<file path="config.mk">
export PLATFORM = sky130hd
export DESIGN_NAME = snake_renderer
export DESIGN_NICKNAME = d
export VERILOG_FILES = /design/src/rtl/snake_pkg.sv /design/src/rtl/snake_line_buffer.sv /design/src/rtl/snake_renderer.sv
export SDC_FILE = /design/constraint.sdc
export NUM_CORES = 2
export LEC_CHECK = 0
export BUFFER_PORTS_ARGS = -buffer_cell sky130_fd_sc_hd__buf_2
export CAP_MARGIN = 10
export CORE_MARGIN = 3
export CORE_UTILIZATION = 50
export DETAILED_ROUTE_END_ITERATION = 16
export PLACE_DENSITY = 0.72
export SLEW_MARGIN = 0
export SYNTH_ARGS = -nofsm -noshare
export SYNTH_HDL_FRONTEND = slang
export SYNTH_HIERARCHICAL = 1
export SYNTH_SLANG_ARGS = --single-unit
</file>
<file path="constraint.sdc">
create_clock -name clk -period 32.3 [get_ports clk]
set_input_delay 3.23 -clock clk [delete_from_list [all_inputs] [get_ports clk]]
set_output_delay 3.23 -clock clk [all_outputs]
set_load 0.01 [all_outputs]
</file>
<file path="src/rtl/snake_pkg.sv">
// Shared sizes, scan FSM encoding and the line-slot record for the snake renderer.
package snake_pkg;
  localparam int COORD_W    = 10;
  localparam int MAX_SEG    = 30;
  localparam int SEG_SIZE   = 5;
  localparam int LINE_SLOTS = 8;
  localparam int LEN_W      = 7;

  typedef enum logic {IDLE, SCAN} state_t;

  typedef struct packed {
    logic               valid;
    logic               head;
    logic [COORD_W-1:0] x;
  } slot_t;

  // One extra bit on the upper bound so a segment near 1023 never wraps to 0.
  function automatic logic in_span(input logic [COORD_W-1:0] lo, input logic [COORD_W-1:0] v);
    logic [COORD_W:0] hi;
    hi = {1'b0, lo} + (COORD_W+1)'(SEG_SIZE - 1);
    return ({1'b0, v} >= {1'b0, lo}) && ({1'b0, v} <= hi);
  endfunction
endpackage

</file>
<file path="src/rtl/snake_line_buffer.sv">
// Per-scanline hit list: LINE_SLOTS recorded segments plus the parallel x-range compare.
module snake_line_buffer
  import snake_pkg::*;
(
  input  logic               clk,
  input  logic               rst,
  input  logic               clear,
  input  logic               append,
  input  logic [COORD_W-1:0] app_x,
  input  logic               app_head,
  output logic               full,
  input  logic [COORD_W-1:0] pix_x,
  output logic               hit_any,
  output logic               hit_head
);
  localparam int CW = $clog2(LINE_SLOTS + 1);
  localparam int IW = $clog2(LINE_SLOTS);

  slot_t [LINE_SLOTS-1:0] slots;
  logic  [CW-1:0]         cnt;
  logic  [LINE_SLOTS-1:0] hit_v, head_v;

  assign full = (cnt == CW'(LINE_SLOTS));

  always_ff @(posedge clk or posedge rst) begin
    if (rst) begin
      slots <= '0;
      cnt   <= '0;
    end else if (clear) begin
      slots <= '0;
      cnt   <= '0;
    end else if (append && !full) begin
      slots[cnt[IW-1:0]] <= '{valid: 1'b1, head: app_head, x: app_x};
      cnt                <= cnt + CW'(1);
    end
  end

  for (genvar g = 0; g < LINE_SLOTS; g++) begin : g_cmp
    assign hit_v[g]  = slots[g].valid && in_span(slots[g].x, pix_x);
    assign head_v[g] = hit_v[g] && slots[g].head;
  end

  assign hit_any  = |hit_v;
  assign hit_head = |head_v;
endmodule

</file>
<file path="src/rtl/snake_renderer.sv">
// Snake body pixel renderer: per-frame snapshot, per-hblank line scan, 1-cycle pixel match.
module snake_renderer
  import snake_pkg::*;
(
  input  logic                       clk,
  input  logic                       rst,
  input  logic                       frame_start,
  input  logic                       line_start,
  input  logic [COORD_W-1:0]         next_y,
  input  logic                       pix_valid,
  input  logic [COORD_W-1:0]         pix_x,
  input  logic [MAX_SEG*COORD_W-1:0] body_x,
  input  logic [MAX_SEG*COORD_W-1:0] body_y,
  input  logic [LEN_W-1:0]           body_len,
  output logic                       pixel_on,
  output logic                       head_on,
  output logic                       busy,
  output logic                       overflow
);
  localparam int IDX_W = $clog2(MAX_SEG);

  logic [MAX_SEG-1:0][COORD_W-1:0] snap_x, snap_y;
  logic [LEN_W-1:0]   len, idx, len_clamp;
  logic [COORD_W-1:0] line_y;
  logic               pending;
  state_t             state;

  logic restart, seg_hit, last, full, hit_any, hit_head;

  assign len_clamp = (body_len > LEN_W'(MAX_SEG)) ? LEN_W'(MAX_SEG) : body_len;
  assign restart   = frame_start || line_start || pending;
  assign seg_hit   = (state == SCAN) && (len != '0) && in_span(snap_y[idx[IDX_W-1:0]], line_y);
  assign last      = (len == '0) || (idx == len - LEN_W'(1));

  snake_line_buffer u_line (
    .clk      (clk),
    .rst      (rst),
    .clear    (restart),
    .append   (seg_hit && !restart),
    .app_x    (snap_x[idx[IDX_W-1:0]]),
    .app_head (idx == '0),
    .full     (full),
    .pix_x    (pix_x),
    .hit_any  (hit_any),
    .hit_head (hit_head)
  );

  always_ff @(posedge clk or posedge rst) begin
    if (rst) begin
      state    <= IDLE;
      idx      <= '0;
      len      <= '0;
      line_y   <= '0;
      pending  <= 1'b0;
      busy     <= 1'b0;
      overflow <= 1'b0;
      snap_x   <= '0;
      snap_y   <= '0;
      pixel_on <= 1'b0;
      head_on  <= 1'b0;
    end else begin
      // A half-built list is never shown: busy blanks the pixel path.
      pixel_on <= pix_valid && !busy && hit_any;
      head_on  <= pix_valid && !busy && hit_head;
      if (frame_start) begin
        snap_x   <= body_x;
        snap_y   <= body_y;
        len      <= len_clamp;
        overflow <= 1'b0;
        state    <= IDLE;
        busy     <= 1'b0;
        idx      <= '0;
        pending  <= line_start;
        if (line_start) line_y <= next_y;
      end else if (line_start || pending) begin
        state   <= SCAN;
        busy    <= 1'b1;
        idx     <= '0;
        pending <= 1'b0;
        if (line_start) line_y <= next_y;
      end else if (state == SCAN) begin
        if (seg_hit && full) overflow <= 1'b1;
        if (last) begin
          state <= IDLE;
          busy  <= 1'b0;
        end else begin
          idx <= idx + LEN_W'(1);
        end
      end
    end
  end
endmodule

</file>
==> results.md <==
* Status: finished clean
* DIE WIDTH at 279.9 um
* Initial Util at 50.96%
* Maximum VDD drop at 47.58 uV
* CP top delay family: compound AO/OA/AOI/OAI gates
* Dominant cells by area after synthesis: dfrtp_1 (49%), mux2_2 (18%), mux4_2 (8.1%), ha_1 (5.9%), a21oi_1 (2.1%)
* Reg-to-reg startpoint: idx[0]$_DFFE_PP0P_
* Synth Area in XOR/XNOR at 1.682%
* Unique masters post-synth at 77
* Synthesized cell area at 0.03750 mm2
* Core Area at 0.07358 mm2
* Worst path most repeated cell: a21oi_1
* Vias per inst at 5.786
* Synth Area in Adders at 5.906%
* Post-synth top area share at 48.72%
* Grt total ovfl at 0
* # Post-CTS Setup Buffers at 0
* H-Tree Level Count at 3
* Met1 WL at 42160 um
* Mapped Cells at 2912
* Pwr Density at 51.23 mW/mm2
* Complex-gate fraction of the synthesized area at 5.589%
* Synth Area in Simple Gates at 6.300%
* Final setup fails at 0
* R2r endpoint: u_line/slots[38]$_DFFE_PP0P_
* Final Hold Fails at 0
* Die height at 279.9 um
* Nets@finish at 4302
* Vias post-DR at 26460
* Slowest cell delay on critical path at 0.84 ns
* Crit start category: flop
* RSZ-0062 raised after global routing: no
* CTS Buf Count at 78
* Root buffer cell: clkbuf_16
* Area of the multi-input gates at 0.01798 mm2
* Highest Signal Layer: met5
* Post-synth ARST share at 100.0%
* CP Buf/Inv Count at 4
* Yosys reg bits at 730
* Most frequent cells in the layout: dfrtp_1 (726), buf_2 (635), mux2_2 (613)
* Main combinational cell family by area after synthesis: multiplexers
* DR WL met2 at 56970 um
* Worst Hold Class: flop to flop
* Min-delay src: u_line/slots[95]$_DFFE_PP0P_
* Crit end category: flop
* First-pass GRT wire length at 166400 um
* Row count at 99
* Synth Warn # at 6
* Clock Pin Slew Worst Setup and Hold Paths at 0.06 ns
* CTS Sinks at 730
* First drt pass iteration count at 5
* Layout cells sized above 1 at 44.34%
* Initial antenna violation count at 97
* Synth Area per Inst at 12.88 um2
* Post-DRT Antenna Nets at 0
* Post-synth EDFFs at 0
* Max Buffers Root-to-Sink at 3
* Register area at 0.01828 mm2
* Multiplexer area fraction after synthesis at 28.43%
* Critical-path cell list: buf_12 -> mux4_2 -> a22o_1 -> o32ai_2 -> inv_1 -> ha_1 -> xor2_1 -> ha_1 -> a21oi_1 -> nor2_1 -> a2111oi_0 -> a21oi_1 -> o22ai_1 -> a311oi_2 -> nor3_1 -> buf_4 -> nand2_1 -> nor2_1 -> buf_4 -> nand3_1 -> nand2_1 -> a21oi_1
* # DRC at 0
* Routed wire length at 111400 um
* Seq/Total Area, Yosys at 48.72%
* Ys flop type: dfrtp_1
* Routability cong. at 0.9102
* Commonest non-fill, non-tap cell in the layout: dfrtp_1
* Hold Path Stages at 2
* Relative slew slack at 18.65%
* Die ar. at 0.07832 mm2
* Post-CTS Hold Buffers at 0
* I/O Pins at 636
* Setup TNS at 0 ns
* Clk_lat worst skew at 0.64 ns
* WP data required at 32.73 ns
* Largest net degree at the start of global routing at 173
* Period utilization at 22.36%
* Pleak at 18.80 nW
* Highest clock rate at 0.1385 GHz
* Syn_nets at 3721
* Crit Path Max Fanout at 104
* Post-cts sizing count at 0
* Fill count at 5922
* Vias in the first global route at 27540
* Fin Hold WS at 0.5015 ns
* Met3 WL at 7456 um
* Port Buffers at 635
* Arrival @ worst endpoint at 7.65 ns
* Max_cap viols at 0
* R2R Setup Slk at 25.08 ns
* CTS tree: built
* GRT Util Overall at 28.15%
* Initial DRC Count at 1759
* Biggest area consumer among synthesized cells: dfrtp_1
* WL per Instance at 24.36 um
* Area growth, synth to finish at 17.93%
* Crit-path slowest cell: dfrtp_4
* Levels on crit path at 22
* HPWL Detailed at 80950 um
* Crit path kind: flop to flop
* Layout Skew at 0.04386 ns
* Total power draw at 2.265 mW
* Worst-Margin Slew at 1.220 ns
* Max-slew violations at 0
* Hold path endpoint: u_line/slots[95]$_DFFE_PP0P_
* R2r worst-path depth at 22
* Tmin final at 7.222 ns
## worst max-delay path by stage
stage | startpoint | to | slack (ns)
floorplan | rst | busy$_DFFE_PP0P_ | 11.42
global placement | idx[0]$_DFFE_PP0P_ | u_line/slots[43]$_DFFE_PP0P_ | 25.29
detailed placement | idx[0]$_DFFE_PP0P_ | u_line/slots[46]$_DFFE_PP0P_ | 25.13
CTS | idx[0]$_DFFE_PP0P_ | u_line/slots[38]$_DFFE_PP0P_ | 25.10
global route | idx[0]$_DFFE_PP0P_ | u_line/slots[36]$_DFFE_PP0P_ | 24.49
finish | idx[0]$_DFFE_PP0P_ | u_line/slots[38]$_DFFE_PP0P_ | 25.08
## synthesized netlist by cell type, types with 4 or more instances
cell / count
mux4_2: 135
o21ai_1: 6
buf_2: 16
ha_1: 177
buf_6: 10
mux4_1: 9
dfrtp_1: 730
o22ai_1: 7
buf_4: 11
nand3_1: 84
nand2b_1: 10
a211oi_1: 35
mux2_2: 613
nor2b_1: 17
nand2_1: 204
nor2_1: 96
a21o_1: 18
or3_1: 4
a22o_1: 7
nand4_1: 29
o21a_1: 5
xnor2_1: 60
inv_1: 113
o21ai_0: 29
xor2_1: 12
mux2i_1: 48
nor4_1: 11
a21oi_1: 156
nand4b_1: 6
nor3_1: 35
o211ai_1: 5
clkbuf_2: 10
buf_1: 11
a22oi_1: 5
o221ai_1: 5
clkbuf_1: 111
a41oi_1: 6
## worst register-to-register path, delay by kind of cell, from the launching register on
| kind | cells | cell delay [ns] |
|---|---|---|
| buffers and inverters | 4 | 1.23 |
| multiplexers | 1 | 0.82 |
| flip-flops | 1 | 0.84 |
| AND/OR/NAND/NOR | 6 | 1.63 |
| adder cells (fa/ha/maj) | 2 | 0.55 |
| XOR/XNOR | 1 | 0.17 |
| AO/OA/AOI/OAI | 8 | 1.78 |
## logic make-up after synthesis
| kind of cell | after synthesis |
|---|---|
| mux | 805 |
| flops | 730 |
| simple gates | 514 |
| compound gates | 328 |
| buf+inv | 286 |
| fa+ha+maj | 177 |
| xor+xnor | 72 |
## metal layers
layer | GRT usage [%] | vias to the layer above
met5 | 0 | -
met4 | 12.67 | 64
met3 | 6.984 | 285
met2 | 48.24 | 913
met1 | 33.71 | 13320
li1 | - | 11870
## cell type report
cell class                      instances  share of cell area (%)
Antenna cell                           61                  0.3452
Timing Repair Buffer                  673                   7.906
Sequential cell                       730                   41.33
Inverter                              114                  0.9904
Clock buffer                          106                   5.062
Clock inverter                         33                  0.9847
Tap cell                              959                   2.714
Multi-Input combinational cell       1896                   40.66
## sequential cells by signal, indices dropped and copies added (netlist names)
name and flops:
busy 1, head_on 1, idx 7, len 7, line_y 10, overflow 1
pending 1, pixel_on 1, snap_x 300, snap_y 300, state 1, u_line/cnt 4
u_line/slots 96
## report_power, final
group          internal [mW]  switching (mW)  total [mW]
clock network          0.541           0.391       0.932
logic                  0.158           0.135       0.293
registers              0.992          0.0477        1.04
## per-stage QoR
step	area, um2	setup slack, ns	utilization [%]	cells
after detailed placement	41370	25.13	56.23	4370
after floorplan	37500	11.42	-	2912
after global routing	44200	24.49	60.07	4563
after global placement	41370	25.29	56.23	4370
after CTS	44050	25.10	59.87	4509
final	44220	25.08	60.10	4572
(Power assumes the default switching activity.)
